===== src/rtl/io_pkg.sv =====
// Shared definitions for the I/O port bridge: default data width and RX state encoding.
package io_pkg;

  localparam int DATA_WIDTH_DEF = 8;

  typedef enum logic {
    RX_EMPTY = 1'b0,
    RX_FULL  = 1'b1
  } rx_state_e;

endpackage


===== src/rtl/sync_fifo.sv =====
// Show-ahead synchronous FIFO. A push into a full FIFO is accepted when a pop
// happens in the same cycle, so a full queue can stream at one byte per cycle.
module sync_fifo #(
  parameter int DATA_WIDTH = 8,
  parameter int DEPTH      = 4,
  localparam int AW        = $clog2(DEPTH)
) (
  input  logic                  clock,
  input  logic                  reset_n,
  input  logic                  push,
  input  logic [DATA_WIDTH-1:0] push_data,
  input  logic                  pop,
  output logic [DATA_WIDTH-1:0] pop_data,
  output logic                  full,
  output logic                  empty,
  output logic [AW:0]           count,
  output logic                  push_dropped
);

  localparam logic [AW:0] FULL_CNT = (AW+1)'(DEPTH);

  logic [DATA_WIDTH-1:0] mem_q [DEPTH];
  logic [AW-1:0]         wr_ptr_q, wr_ptr_d;
  logic [AW-1:0]         rd_ptr_q, rd_ptr_d;
  logic [AW:0]           count_q, count_d;
  logic                  do_push, do_pop;

  always_comb begin
    do_pop   = pop && (count_q != '0);
    do_push  = push && ((count_q != FULL_CNT) || do_pop);
    wr_ptr_d = wr_ptr_q;
    rd_ptr_d = rd_ptr_q;
    count_d  = count_q;
    if (do_push) wr_ptr_d = wr_ptr_q + AW'(1);
    if (do_pop)  rd_ptr_d = rd_ptr_q + AW'(1);
    case ({do_push, do_pop})
      2'b10:   count_d = count_q + (AW+1)'(1);
      2'b01:   count_d = count_q - (AW+1)'(1);
      default: count_d = count_q;
    endcase
  end

  always_ff @(posedge clock) begin
    if (!reset_n) begin
      wr_ptr_q <= '0;
      rd_ptr_q <= '0;
      count_q  <= '0;
    end else begin
      wr_ptr_q <= wr_ptr_d;
      rd_ptr_q <= rd_ptr_d;
      count_q  <= count_d;
    end
  end

  // Storage is not reset; count gates whether any entry is meaningful.
  always_ff @(posedge clock) begin
    if (reset_n && do_push) mem_q[wr_ptr_q] <= push_data;
  end

  assign pop_data     = mem_q[rd_ptr_q];
  assign full         = (count_q == FULL_CNT);
  assign empty        = (count_q == '0);
  assign count        = count_q;
  assign push_dropped = push && !do_push;

endmodule


===== src/rtl/io_port_bridge.sv =====
// Far end of the OUT/IN instructions: TX FIFO toward the device, one-entry RX
// holding register toward the ALU, plus sticky overflow/underflow flags.
module io_port_bridge
  import io_pkg::*;
#(
  parameter int DATA_WIDTH = DATA_WIDTH_DEF,
  parameter int TX_DEPTH   = 4,
  parameter int TX_AW      = 2
) (
  input  logic                  clock,
  input  logic                  reset_n,
  input  logic [DATA_WIDTH-1:0] outPort,
  input  logic                  out_strobe,
  input  logic                  in_strobe,
  input  logic                  flags_clear,
  output logic [DATA_WIDTH-1:0] inPort,
  output logic                  rx_full,
  output logic [TX_AW:0]        tx_count,
  output logic                  tx_overflow,
  output logic                  rx_underflow,
  output logic [DATA_WIDTH-1:0] dev_tx_data,
  output logic                  dev_tx_valid,
  input  logic                  dev_tx_ready,
  input  logic [DATA_WIDTH-1:0] dev_rx_data,
  input  logic                  dev_rx_valid,
  output logic                  dev_rx_ready
);

  logic tx_full, tx_empty, tx_dropped;

  sync_fifo #(
    .DATA_WIDTH(DATA_WIDTH),
    .DEPTH     (TX_DEPTH)
  ) u_tx_fifo (
    .clock       (clock),
    .reset_n     (reset_n),
    .push        (out_strobe),
    .push_data   (outPort),
    .pop         (dev_tx_ready),
    .pop_data    (dev_tx_data),
    .full        (tx_full),
    .empty       (tx_empty),
    .count       (tx_count),
    .push_dropped(tx_dropped)
  );

  assign dev_tx_valid = !tx_empty;

  rx_state_e             rx_state_q, rx_state_d;
  logic [DATA_WIDTH-1:0] inport_q, inport_d;
  logic                  tx_overflow_q, tx_overflow_d;
  logic                  rx_underflow_q, rx_underflow_d;
  logic                  rx_capture, rx_underflow_evt;

  // State register
  always_ff @(posedge clock) begin
    if (!reset_n) begin
      rx_state_q     <= RX_EMPTY;
      inport_q       <= '0;
      tx_overflow_q  <= 1'b0;
      rx_underflow_q <= 1'b0;
    end else begin
      rx_state_q     <= rx_state_d;
      inport_q       <= inport_d;
      tx_overflow_q  <= tx_overflow_d;
      rx_underflow_q <= rx_underflow_d;
    end
  end

  // Next state
  always_comb begin
    rx_state_d = rx_state_q;
    inport_d   = inport_q;
    case (rx_state_q)
      RX_EMPTY: if (rx_capture) begin
        rx_state_d = RX_FULL;
        inport_d   = dev_rx_data;
      end
      RX_FULL: if (in_strobe) rx_state_d = RX_EMPTY;
      default: rx_state_d = RX_EMPTY;
    endcase
    // A set event outranks a simultaneous clear.
    tx_overflow_d  = tx_dropped || (tx_overflow_q && !flags_clear);
    rx_underflow_d = rx_underflow_evt || (rx_underflow_q && !flags_clear);
  end

  // Outputs
  always_comb begin
    dev_rx_ready     = reset_n && (rx_state_q == RX_EMPTY);
    rx_full          = (rx_state_q == RX_FULL);
    rx_capture       = (rx_state_q == RX_EMPTY) && dev_rx_valid;
    rx_underflow_evt = (rx_state_q == RX_EMPTY) && in_strobe;
  end

  assign inPort       = inport_q;
  assign tx_overflow  = tx_overflow_q;
  assign rx_underflow = rx_underflow_q;

endmodule

===== config.mk =====
export PLATFORM = sky130hd
export DESIGN_NAME = io_port_bridge
export DESIGN_NICKNAME = d
export VERILOG_FILES = /design/src/rtl/io_pkg.sv /design/src/rtl/sync_fifo.sv /design/src/rtl/io_port_bridge.sv
export SDC_FILE = /design/constraint.sdc
export NUM_CORES = 1
export LEC_CHECK = 0
export BUFFER_PORTS_ARGS = -buffer_cell sky130_fd_sc_hd__buf_2
export CORE_AREA = 2 2 65 67
export DETAILED_ROUTE_END_ITERATION = 12
export DIE_AREA = 0 0 67 69
export PLACE_DENSITY = 0.78
export SLEW_MARGIN = 20
export SYNTH_ARGS = -nofsm -noshare
export SYNTH_HDL_FRONTEND = slang
export SYNTH_SLANG_ARGS = --single-unit

===== constraint.sdc =====
create_clock -name clock -period 4.05 [get_ports clock]
set_input_delay 0.81 -clock clock [delete_from_list [all_inputs] [get_ports clock]]
set_output_delay 0.81 -clock clock [all_outputs]
set_load 0.1 [all_outputs]

* Word-level counts from Yosys, hierarchy flattened
Memory sizes are Yosys's and may differ from the RTL's. A register that Yosys moved wholly into a read port is not among the register bits.
Index checks and enable logic that the tools add are counted.
** Cells by class
- Bitwise gates (word level) :: 1
- Equal/unequal tests :: 3
- Reduce and logical (&&, ||, !) cells :: 19
- $add $sub $neg :: 4
- Multiplexer cells :: 8
** Operator list (count)
- 1-bit logical AND :: 9
- 3-bit one-hot mux with 2 select lines :: 1
- 2-bit by 1-bit adder with 2-bit output, second input constant :: 2
- 1-bit two-way mux :: 4
- 2-bit two-way mux :: 2
- 3-bit by 1-bit adder with 3-bit output, second input constant :: 1
- 1-bit zero test :: 3
- 3-bit zero test :: 1
- 1-bit logical OR :: 3
- 3-bit inequality test, second input constant :: 1
- 3-bit nonzero test :: 1
- 3-bit by 1-bit subtractor with 3-bit output, second input constant :: 1
- 2-bit by 1-bit == test with 1-bit output, second input constant :: 1
- 2-bit == test, second input constant :: 1
- 1-bit one-hot mux with 2 select lines :: 1
- 2-bit AND reduction :: 1
- 2-bit nonzero test :: 1
- 1-bit NOT :: 1
** Storage, ports and cells
- Flip-flop bits (word level) :: 18
- Memory bits (writable) :: 32
- Logic and storage cells :: 43
- Output and inout port bits :: 24
- Memories :: 1
- Input bits :: 23
** Memory list
- u_tx_fifo.mem_q :: words 4, bits a word 8, read ports 1, clocked after Yosys merged registers in 1, wr ports 1, line sync_fifo.sv:22 : logic [DATA_WIDTH-1:0] mem_q [DEPTH];

* Depth between registers and ports, before layout
Gate-level depths: netlist of the first run.
- Depth in word-level cells :: 7
- Mapped depth :: 10
- Gate-level depth less buffers :: 9

* Modules after synthesis
Synthesis of the first run repeated with hierarchy kept, for this count alone.
** Unflattened totals
- Cell total of the unflattened synthesis :: 146
- Area, all modules :: 2114.5 um^2
** By module, submodules not included
- sync_fifo :: area an instance 1665.3 um^2, times used 1, cells an instance 98, seq. area each 1141.1 um^2
- io_port_bridge :: area an instance 449.2 um^2, times used 1, cells an instance 48, seq. area each 220.2 um^2

* Worst setup path before layout of the first run
No wires, ideal clock.
- Kind :: input to output
- Start point :: input reset_n
- End point :: output dev_rx_ready
- Required time :: 3.240 ns
- Slack :: 0.860 ns
- Stages on the path :: 2
- Arrival time :: 2.380 ns
- Buffers on the path :: 1
- Path through :: clkbuf_1 > nor2b_1
** Between the ends
- Cells in the longest elaborated chain, start to end :: 1
** RTL lines
- start, declared :: line io_port_bridge.sv:11 : input logic reset_n,
- 1-bit logical AND :: line io_port_bridge.sv:89 : dev_rx_ready = reset_n && (rx_state_q == RX_EMPTY);
- end, declared :: line io_port_bridge.sv:26 : output logic dev_rx_ready
No other way between the ends.

==> impl_metrics.py, run 1 <==
metrics = {
    "synthesis": {
        "synth-main-ff-cell": "edfxtp_1",
        "syn-cell-area_um2": 2070,
        "sequential_element_share_of_the_synthesized_area_pct": 65.8,
        "async_flop_share_pct": 0,
        "syn_inst": 144,
        "synthesized_area_per_cell_um2": 14.4,
        "leading_post_synthesis_cells_by_cell_area": "edfxtp_1, dfxtp_1, mux4_2, nand2_1, a21boi_1",
        "synthDominantCellAreaShare_pct": 46.4,
        "ys.warnings.count": 0,
        "cell_type_contributing_the_most_total_cell_area_after_synthesis": "edfxtp_1",
        "synth_cell_type_count": 27,
        "synthesis.nets": 173,
        "ys_seq_elements": 52,
        "synth_edf_count": 32,
    },
    "detailed_routing": {
        "drt_pre_antenna_iters": 4,
        "route.detailed.drc": 0,
        "number_of_nets_with_antenna_violations_after_detailed_routing": 0,
        "vias": 1253,
        "detail_route.wl_per_cell_um": 14.7,
        "initialDrtViolationCount": 49,
        "viasPerCell": 5.20,
        "total_length_of_routed_wires_mm": 3.53,
    },
    "worst_setup_path": {
        "critical_path.endpoint_type": "output port",
        "max_stage_delay_ps": 660,
        "path_cells": "mux4_2 > buf_2",
        "critical-path-top-delay-family": "flip-flops",
        "critical_path_depth": 2,
        "worst_ep_arrival_time_ps": 1850,
        "worstPathBufferInverterCount": 1,
        "crit_required_ps": 3240,
        "setup.worst_path.class": "reg2out",
        "start_kind": "flip-flop",
        "crit_path_top_delay_cell": "dfxtp_1",
        "rr_worst_depth": 9,
        "critPathMaxFanout": 8,
    },
    "layout": {
        "n_antenna_cell": 0,
        "area_growth_syn_to_layout_pct": 16.7,
        "final_instance_count_excl_fillers": 241,
        "register_area_um2": 1360,
        "layout-drive-gt1-share_pct": 33.5,
        "multi_input_area_um2": 643,
        "fillCellCount": 338,
        "final_net_count": 219,
    },
    "flow_run": {
        "max_capacitance_violation_count": 0,
    },
    "clocking": {
        "cts_setup_buffers": 0,
        "cts_made_buffers": 5,
        "cts_resized": 0,
        "numClockSinks": 52,
        "clk_pin_slew_worst_setup_hold_paths_ps": 90,
        "cts_htree_levels": 2,
        "clock_path_buffers": 2,
        "cts_tree": "yes",
        "worst_skew_pair.late_latency_ps": 290,
        "holdBufCountCts": 0,
        "clock-root-buffer": "clkbuf_8",
    },
    "sta": {
        "post-route-period-util_pct": 65.7,
        "report.final.setup_viol": 0,
        "setup_skew_ps": 3.16,
        "worst-slew-pin-transition_ps": 586,
        "rsz0062_at_grt": "no",
        "max_freq_ghz": 0.376,
        "fin_crit_ps": 2660,
        "finalSetupTns_ps": 0,
        "slew_headroom_pct": 60.8,
        "finalHoldViolations": 0,
        "report.final.slew_viol_count": 0,
    },
    "min_path": {
        "worstHoldPathCells": 2,
        "hold_path_class": "reg2reg",
    },
    "floorplan": {
        "std_cell_rows": 23,
        "fp.dieArea_um2": 4620,
        "io_pins": 47,
        "die_height_um": 69,
        "core_region_area_um2": 3910,
        "floorplan.die.width_um": 67,
        "starting_density_of_the_core_pct": 52.9,
    },
    "place": {
        "hpwlAfterDp_mm": 2.64,
        "placement.io_buffers": 46,
        "cell_count_post_placement": 233,
        "routabilityCongestion": 0.787,
    },
    "power_and_ir_drop": {
        "leakagePower_nw": 0.948,
        "pwr_density_cell_nw_per_um2": 650,
        "irDropWorstVdd_mv": 0.504,
    },
    "grt": {
        "global_route_wire_length_before_repair_mm": 5.91,
        "total_congestion_overflow": 0,
        "antenna_found_initial": 0,
        "grt.total_usage_pct": 17.0,
        "first_global_vias": 1290,
        "largest_net_degree_at_the_start_of_global_routing": 27,
    },
    "status": {
        "run_status": "finished clean",
    },
}
stage by stage:
step / hold slack (ps) / total power, mW / utilization [%] / area (µm²) / worst slack (ps)
after floorplan: 468 / 1.21 / - / 2070 / 860
after global placement: 440 / 1.29 / 59.5 / 2330 / 1400
after detailed placement: 449 / 1.31 / 59.5 / 2330 / 1260
after CTS: 461 / 1.59 / 61.7 / 2420 / 1330
after global routing: 482 / 1.65 / 61.7 / 2420 / 1240
final: 455 / 1.57 / 61.7 / 2420 / 1390
synth_stat cells, drive strengths merged (3+ instances only):
| cell | n |
|---|---|
| a21boi | 9 |
| and2 | 4 |
| and3 | 4 |
| buf | 3 |
| clkbuf | 4 |
| dfxtp | 20 |
| edfxtp | 32 |
| ha | 5 |
| inv | 8 |
| mux4 | 8 |
| nand2 | 21 |
| nor2b | 8 |
| xnor2 | 3 |
layer usage:
metal / GRT usage, % / wire length [µm] / up-vias
li1: - / - / 599
met1: 19.8 / 1360 / 600
met2: 29.4 / 1870 / 46
met3: 4.73 / 234 / 8
met4: 6.12 / 70 / 0
met5: 0 / 0 / -
worst reg2reg max path: cells and delay by family (launching register included):
kind,cells,cell delay [ps]
AND/OR/NAND/NOR,3,850
adder cells (fa/ha/maj),2,550
flip-flops,1,390
XOR/XNOR,1,160
AO/OA/AOI/OAI,1,150
buffers and inverters,2,140
worst paths after layout:
kind / from / end / slack, ps
worst min-delay path: inPort[1] / inPort[1] / 460
worst max register to register: u_tx_fifo.count[0] / u_tx_fifo.count[2] / 1730
worst min register to register: inPort[1] / inPort[1] / 460
worst max-delay path: flip-flop / dev_tx_data[6] / 1390
power breakdown:
| part | internal (mW) | switching, mW |
|---|---|---|
| clock network | 0.123 | 0.156 |
| registers | 0.606 | 0.0550 |
| logic | 0.145 | 0.486 |
cell families after synthesis:
group	synth area share (%)
xor gates and xnor gates	1.69
buffers and inverters	3.14
AOI/OAI and AO/OA	5.44
and+or+nand+nor	10.3
DFF	65.8
adders and majority gates	3.99
muxes	9.67
flip-flops by register name, summed over array words and instances (netlist names), named ones only:
signal / flops
tx_overflow: 1
u_tx_fifo.mem_q: 32
u_tx_fifo.wr_ptr_q: 2
inPort: 8
rx_full: 1
u_tx_fifo.count: 3
u_tx_fifo.rd_ptr_q: 2
rx_underflow: 1
layout by cell type, fill, tap and decap left out, types with 5 or more instances in the layout:
master | netlist | final
buf_2 | 1 | 46
dfxtp_1 | 20 | 20
inv_1 | 7 | 7
ha_1 | 5 | 5
a21boi_1 | 9 | 9
nand2_1 | 21 | 21
clkbuf_8 | 0 | 5
nor2b_1 | 8 | 8
edfxtp_1 | 32 | 32
mux4_2 | 8 | 8
final cells by class:
cell class / instances / share of cell area [%]
clock buffers: 6 / 3.00
repair buffers: 46 / 9.53
inverters: 8 / 1.24
clock inverters: 2 / 0.673
flip-flops and latches: 52 / 56.3
multi-input cells: 77 / 26.6
well taps: 50 / 2.59
(Power assumes the default switching activity.)
==> run 2: changes to the inputs <==
Settings changed: CORE_AREA 2 2 65 67 to 2 2 70 72, DIE_AREA 0 0 67 69 to 0 0 72 74, PLACE_DENSITY 0.78 to 0.72.
Clock period 4.05 ns to 2.1 ns, I/O delays scaled along.
==> run 2 against run 1 <==
Design area is 4.7% higher; sequential power is 86% higher; setup slack got worse by 1300 ps; sequential cell count unchanged; clock skew rose by 3.4 ps; combinational power is 120% higher; largest power group is now combinational logic; critical path depth rose by 1.
==> impl_metrics.py, run 2 (same netlist as run 1, synthesis figures left out) <==
metrics = {
    "status": {
        "run_status": "finished clean",
    },
    "worst_setup_path": {
        "critPathMaxFanout": 8,
        "worst_ep_arrival_time_ps": 1620,
        "crit_required_ps": 1680,
        "critical_path.reg2reg.endpoint": "u_tx_fifo.count[2]",
        "start_kind": "flip-flop",
        "setup.worst_path.class": "reg2out",
        "critical_path.endpoint_type": "output port",
        "worst_r2r_startpoint": "u_tx_fifo.count[1]",
        "setup.worst_path.end": "dev_tx_data[7]",
        "setup.reg_to_reg.worst_slack_ps": 150,
        "rr_worst_depth": 9,
    },
    "grt": {
        "antenna_found_initial": 0,
        "grt.total_usage_pct": 14.1,
        "largest_net_degree_at_the_start_of_global_routing": 19,
        "total_congestion_overflow": 0,
        "global_route_wire_length_before_repair_mm": 5.61,
        "first_global_vias": 1202,
    },
    "sta": {
        "post-route-period-util_pct": 96.9,
        "report.final.setup_viol": 0,
        "finalHoldViolations": 0,
        "setup_skew_ps": 6.59,
        "slew_headroom_pct": 56.5,
        "fin_crit_ps": 2040,
        "rsz0062_at_grt": "no",
        "max_freq_ghz": 0.491,
        "report.final.slew_viol_count": 0,
        "worst-slew-pin-transition_ps": 651,
    },
    "layout": {
        "final_net_count": 228,
        "layout-drive-gt1-share_pct": 39.5,
        "largest_register_ff_count": 32,
        "area_growth_syn_to_layout_pct": 22.2,
        "n_antenna_cell": 0,
        "layout.cells.most_common_list": "buf_2, edfxtp_1, nand2_1",
        "final_instance_count_excl_fillers": 254,
        "layout_commonest_cell": "buf_2",
        "max_flop_register": "u_tx_fifo.mem_q",
    },
    "place": {
        "routabilityCongestion": 0.758,
        "placement.io_buffers": 46,
        "hpwlAfterDp_mm": 2.37,
        "cell_count_post_placement": 246,
    },
    "floorplan": {
        "io_pins": 47,
        "core_region_area_um2": 4600,
        "std_cell_rows": 25,
        "starting_density_of_the_core_pct": 45.0,
        "fp.dieArea_um2": 5330,
        "floorplan.die.width_um": 72,
        "die_height_um": 74,
    },
    "power_and_ir_drop": {
        "irDropWorstVdd_mv": 1.30,
        "post-layout-total-power_mw": 3.14,
        "power_report.internal_total_mw": 1.77,
        "seqPwrFrac_pct": 39.1,
        "leakagePower_nw": 1.00,
        "comb_power_share_pct": 43.6,
        "clock_network_fraction_of_total_power_pct": 17.3,
        "power.switching_mw": 1.37,
        "pwr_density_cell_nw_per_um2": 1240,
        "sw_frac_of_total_pct": 43.6,
    },
    "detailed_routing": {
        "number_of_nets_with_antenna_violations_after_detailed_routing": 0,
        "route.detailed.drc": 0,
        "total_length_of_routed_wires_mm": 3.45,
        "viasPerCell": 4.80,
        "drt_pre_antenna_iters": 4,
        "vias": 1220,
        "detail_route.wl_per_cell_um": 13.6,
        "initialDrtViolationCount": 86,
    },
    "clocking": {
        "cts_tree": "yes",
        "numClockSinks": 52,
        "holdBufCountCts": 0,
        "worst_skew_pair.late_latency_ps": 300,
        "clock-root-buffer": "clkbuf_8",
        "clk_pin_slew_worst_setup_hold_paths_ps": 90,
        "cts_made_buffers": 5,
        "clock_path_buffers": 2,
        "cts_htree_levels": 2,
    },
    "flow_run": {
        "max_capacitance_violation_count": 0,
    },
    "min_path": {
        "hold_path_class": "in2reg",
    },
}
run 2: cell count changes in the layout (fill, tap and decap cells not counted), sizes merged:
cell      previous run  this run
clkinvlp             1         2
buf                 46        54
run 2: routing by layer:
layer | part of all wire (%) | global-route usage, % | vias to the layer above
li1 | - | - | 618
met1 | 45 | 17.8 | 567
met4 | 1.4 | 5.66 | 0
met5 | 0 | 0 | -
met3 | 4.3 | 3.79 | 4
met2 | 50 | 23.3 | 31
run 2: worst max-delay path, stage by stage (launching register included):
cell      delay (ps)
dfxtp_1          320
buf_4            200
mux4_2           510
clkbuf_4         290
run 2: final cells by class:
class                           count  area (µm²)
Timing Repair Buffer               55         318
Clock buffer                        5        68.8
Sequential cell                    52        1370
Tap cell                           54        67.6
Clock inverter                      3        18.8
Multi-Input combinational cell     77         659
Inverter                            8        30.0
Fill cell                         375        2070
run 2: worst min path at each step:
stage                                      from  slack (ps)  depth (start not counted)                    end
after floorplan           u_tx_fifo.wr_ptr_q[1]         470                          2  u_tx_fifo.wr_ptr_q[1]
after global placement                inPort[5]         440                          2              inPort[5]
after detailed placement              inPort[6]         440                          2              inPort[6]
after CTS                            outPort[7]         330                          1  u_tx_fifo.mem_q[0][7]
after global routing                 outPort[2]         330                          1  u_tx_fifo.mem_q[0][2]
final                                outPort[7]         330                          1  u_tx_fifo.mem_q[0][7]
run 2: power groups by stage:
stage | Combinational, mW | Sequential, mW | Clock (mW)
after floorplan | 0.846 | 1.50 | 0
after global placement | 1.33 | 1.25 | 0
after detailed placement | 1.33 | 1.25 | 0
after CTS | 1.34 | 1.22 | 0.561
after global routing | 1.45 | 1.24 | 0.601
final | 1.37 | 1.23 | 0.543
run 2: per-stage QoR:
step / hold slack (ps) / setup WS (ps) / util, % / TNS [ps] / instance area, µm²
CTS: 325 / 11.9 / 54.3 / 0 / 2500
floorplan: 468 / -218 / - / -218 / 2080
global route: 326 / 0.103 / 55.0 / 0 / 2530
detailed placement: 442 / -119 / 52.4 / -119 / 2410
global placement: 440 / -39.3 / 52.4 / -39.3 / 2410
finish: 333 / 64.4 / 55.0 / 0 / 2530
run 2: repair_timing:
| action | CTS | global route |
|---|---|---|
| setup buffers | 0 | 0 |
| endpoints found under the setup margin | 0 | 9 |
| resized for setup | 0 | 18 |
==> run 3: changes to the inputs <==
Settings changed: CORE_AREA 2 2 70 72 to 2 2 89 57, DIE_AREA 0 0 72 74 to 0 0 91 59.
==> run 3 against run 2 <==
Combinational power hardly changed; total power is 4.9% higher; design area rose by 2.2%; clock skew rose by 2.3 ps; core utilization increased by 2.8 points; sequential power about the same; die area increased by 0.77%; global-route usage up 0.98 points; clock power is 22% higher; setup slack improved by 21 ps; clock-buffer cell count unchanged; critical endpoint is now dev_tx_data[0].
==> impl_metrics.py, run 3 (same netlist as run 1, synthesis figures left out) <==
metrics = {
    "status": {
        "run_status": "finished clean",
    },
    "detailed_routing": {
        "detail_route.wl_per_cell_um": 13.9,
        "vias": 1264,
        "total_length_of_routed_wires_mm": 3.67,
        "route.detailed.drc": 0,
        "viasPerCell": 4.79,
        "initialDrtViolationCount": 36,
        "number_of_nets_with_antenna_violations_after_detailed_routing": 0,
        "drt_pre_antenna_iters": 4,
    },
    "place": {
        "hpwlAfterDp_mm": 2.66,
        "placement.io_buffers": 46,
        "post-place-ws_ps": -244,
        "routabilityCongestion": 0.750,
        "cell_count_post_placement": 254,
    },
    "grt": {
        "global_route_wire_length_before_repair_mm": 5.96,
        "grt.total_usage_pct": 15.0,
        "first_global_vias": 1276,
        "antenna_found_initial": 0,
        "total_congestion_overflow": 0,
        "largest_net_degree_at_the_start_of_global_routing": 26,
    },
    "sta": {
        "fin_crit_ps": 2010,
        "finalSetupTns_ps": 0,
        "report.final.slew_viol_count": 0,
        "fin_ws_ps": 85.5,
        "rsz0062_at_grt": "no",
        "max_freq_ghz": 0.496,
        "worst-slew-pin-transition_ps": 590,
        "finalHoldViolations": 0,
        "post-route-period-util_pct": 95.9,
        "setup_skew_ps": 8.88,
        "slew_headroom_pct": 60.6,
        "report.final.setup_viol": 0,
    },
    "worst_setup_path": {
        "setup.reg_to_reg.worst_slack_ps": 120,
        "crit_required_ps": 1680,
        "rr_worst_depth": 9,
        "critical_path.endpoint_type": "output port",
        "setup.worst_path.class": "reg2out",
        "critPathMaxFanout": 8,
        "critical_path.reg2reg.endpoint": "u_tx_fifo.count[2]",
        "worst_r2r_startpoint": "u_tx_fifo.count[0]",
        "worst_ep_arrival_time_ps": 1590,
        "start_kind": "flip-flop",
    },
    "floorplan": {
        "fp.dieArea_um2": 5370,
        "die_height_um": 59,
        "core_region_area_um2": 4470,
        "std_cell_rows": 19,
        "floorplan.die.width_um": 91,
        "starting_density_of_the_core_pct": 46.3,
        "io_pins": 47,
    },
    "power_and_ir_drop": {
        "post-layout-total-power_mw": 3.30,
        "leakagePower_nw": 1.02,
        "irDropWorstVdd_mv": 0.510,
        "pwr_density_cell_nw_per_um2": 1270,
    },
    "layout": {
        "layout-drive-gt1-share_pct": 40.3,
        "max_flop_register": "u_tx_fifo.mem_q",
        "largest_register_ff_count": 32,
        "n_antenna_cell": 0,
        "layout.cells.most_common_list": "buf_2, edfxtp_1, nand2_1",
        "final_net_count": 229,
        "final_instance_count_excl_fillers": 264,
        "layout_commonest_cell": "buf_2",
        "area_growth_syn_to_layout_pct": 24.9,
    },
    "clocking": {
        "numClockSinks": 52,
        "worst_skew_pair.late_latency_ps": 300,
        "cts_htree_levels": 2,
        "cts_made_buffers": 5,
        "clk_pin_slew_worst_setup_hold_paths_ps": 90,
        "holdBufCountCts": 0,
        "cts_tree": "yes",
        "clock_path_buffers": 2,
        "clock-root-buffer": "clkbuf_8",
    },
    "flow_run": {
        "max_capacitance_violation_count": 0,
    },
    "min_path": {
        "worst_hold_startpoint": "outPort[0]",
        "worstHoldPathCells": 1,
        "hold-path-endpoint": "u_tx_fifo.mem_q[2][0]",
        "hold_path_class": "in2reg",
    },
}
==> run 3: changes by cell type in the layout (fill, tap and decap cells not counted) <==
cell        previous run  this run
buf_4                 16        18
bufinv_16              0         1
clkbuf_4               1         0
clkinv_4               0         1
clkinvlp_4             2         0
ha_1                   5         4
ha_4                   0         1
==> run 3: through the flow <==
step | hold slack, ps | util (%) | area [µm²]
3_3_place_gp | 439 | 54.0 | 2410
6_report | 333 | 57.8 | 2580
4_1_cts | 321 | 57.0 | 2550
3_5_place_dp | 444 | 54.0 | 2410
5_1_grt | 320 | 57.8 | 2580
2_1_floorplan | 468 | - | 2080
==> run 3: how the worst max path moves through the flow <==
stage / start / end / slack [ps] / cells after the start
global route: flip-flop / dev_tx_data[0] / 6 / 3
global placement: dev_tx_ready / u_tx_fifo.count[2] / -40 / 10
detailed placement: dev_tx_ready / u_tx_fifo.count[2] / -240 / 10
finish: flip-flop / dev_tx_data[0] / 90 / 3
CTS: u_tx_fifo.count[1] / u_tx_fifo.count[2] / 7 / 9
floorplan: u_tx_fifo.count[0] / u_tx_fifo.count[2] / -220 / 10
==> run 3: area by class of cell <==
type	count	area [µm²]
well taps	63	78.8
clock inverters	3	42.5
fillers	378	1880
inverters	8	30.0
clock buffers	5	68.8
multi-input cells	77	672
flip-flops and latches	52	1370
repair buffers	56	325
==> run 3: timing repair <==
action | 4_1_cts | 5_1_grt
pin swaps | 1 | 2
setup endpoints to repair | 3 | 7
resized for setup | 4 | 15
setup buffers | 1 | 1
gates cloned | 0 | 0
hold endpoints to repair | 0 | 0
==> run 3: metal layers <==
metal | GRT usage [%] | share of wire [%]
met1 | 17.4 | 44
met2 | 25.8 | 48
met3 | 5.22 | 5.9
met4 | 7.14 | 1.7
met5 | 0 | 0
==> run 3: worst max-delay path, stage by stage (launching register included) <==
cell and delay (ps):
dfxtp_1 320, buf_4 200, mux4_2 520, buf_4 250
==> run 3: where the power goes <==
part | total, mW | switching [mW] | leakage, nW | internal (mW)
sequential | 1.24 | 0.0621 | 0.456 | 1.18
combinational | 1.39 | 1.01 | 0.513 | 0.380
clock | 0.663 | 0.310 | 0.0558 | 0.353
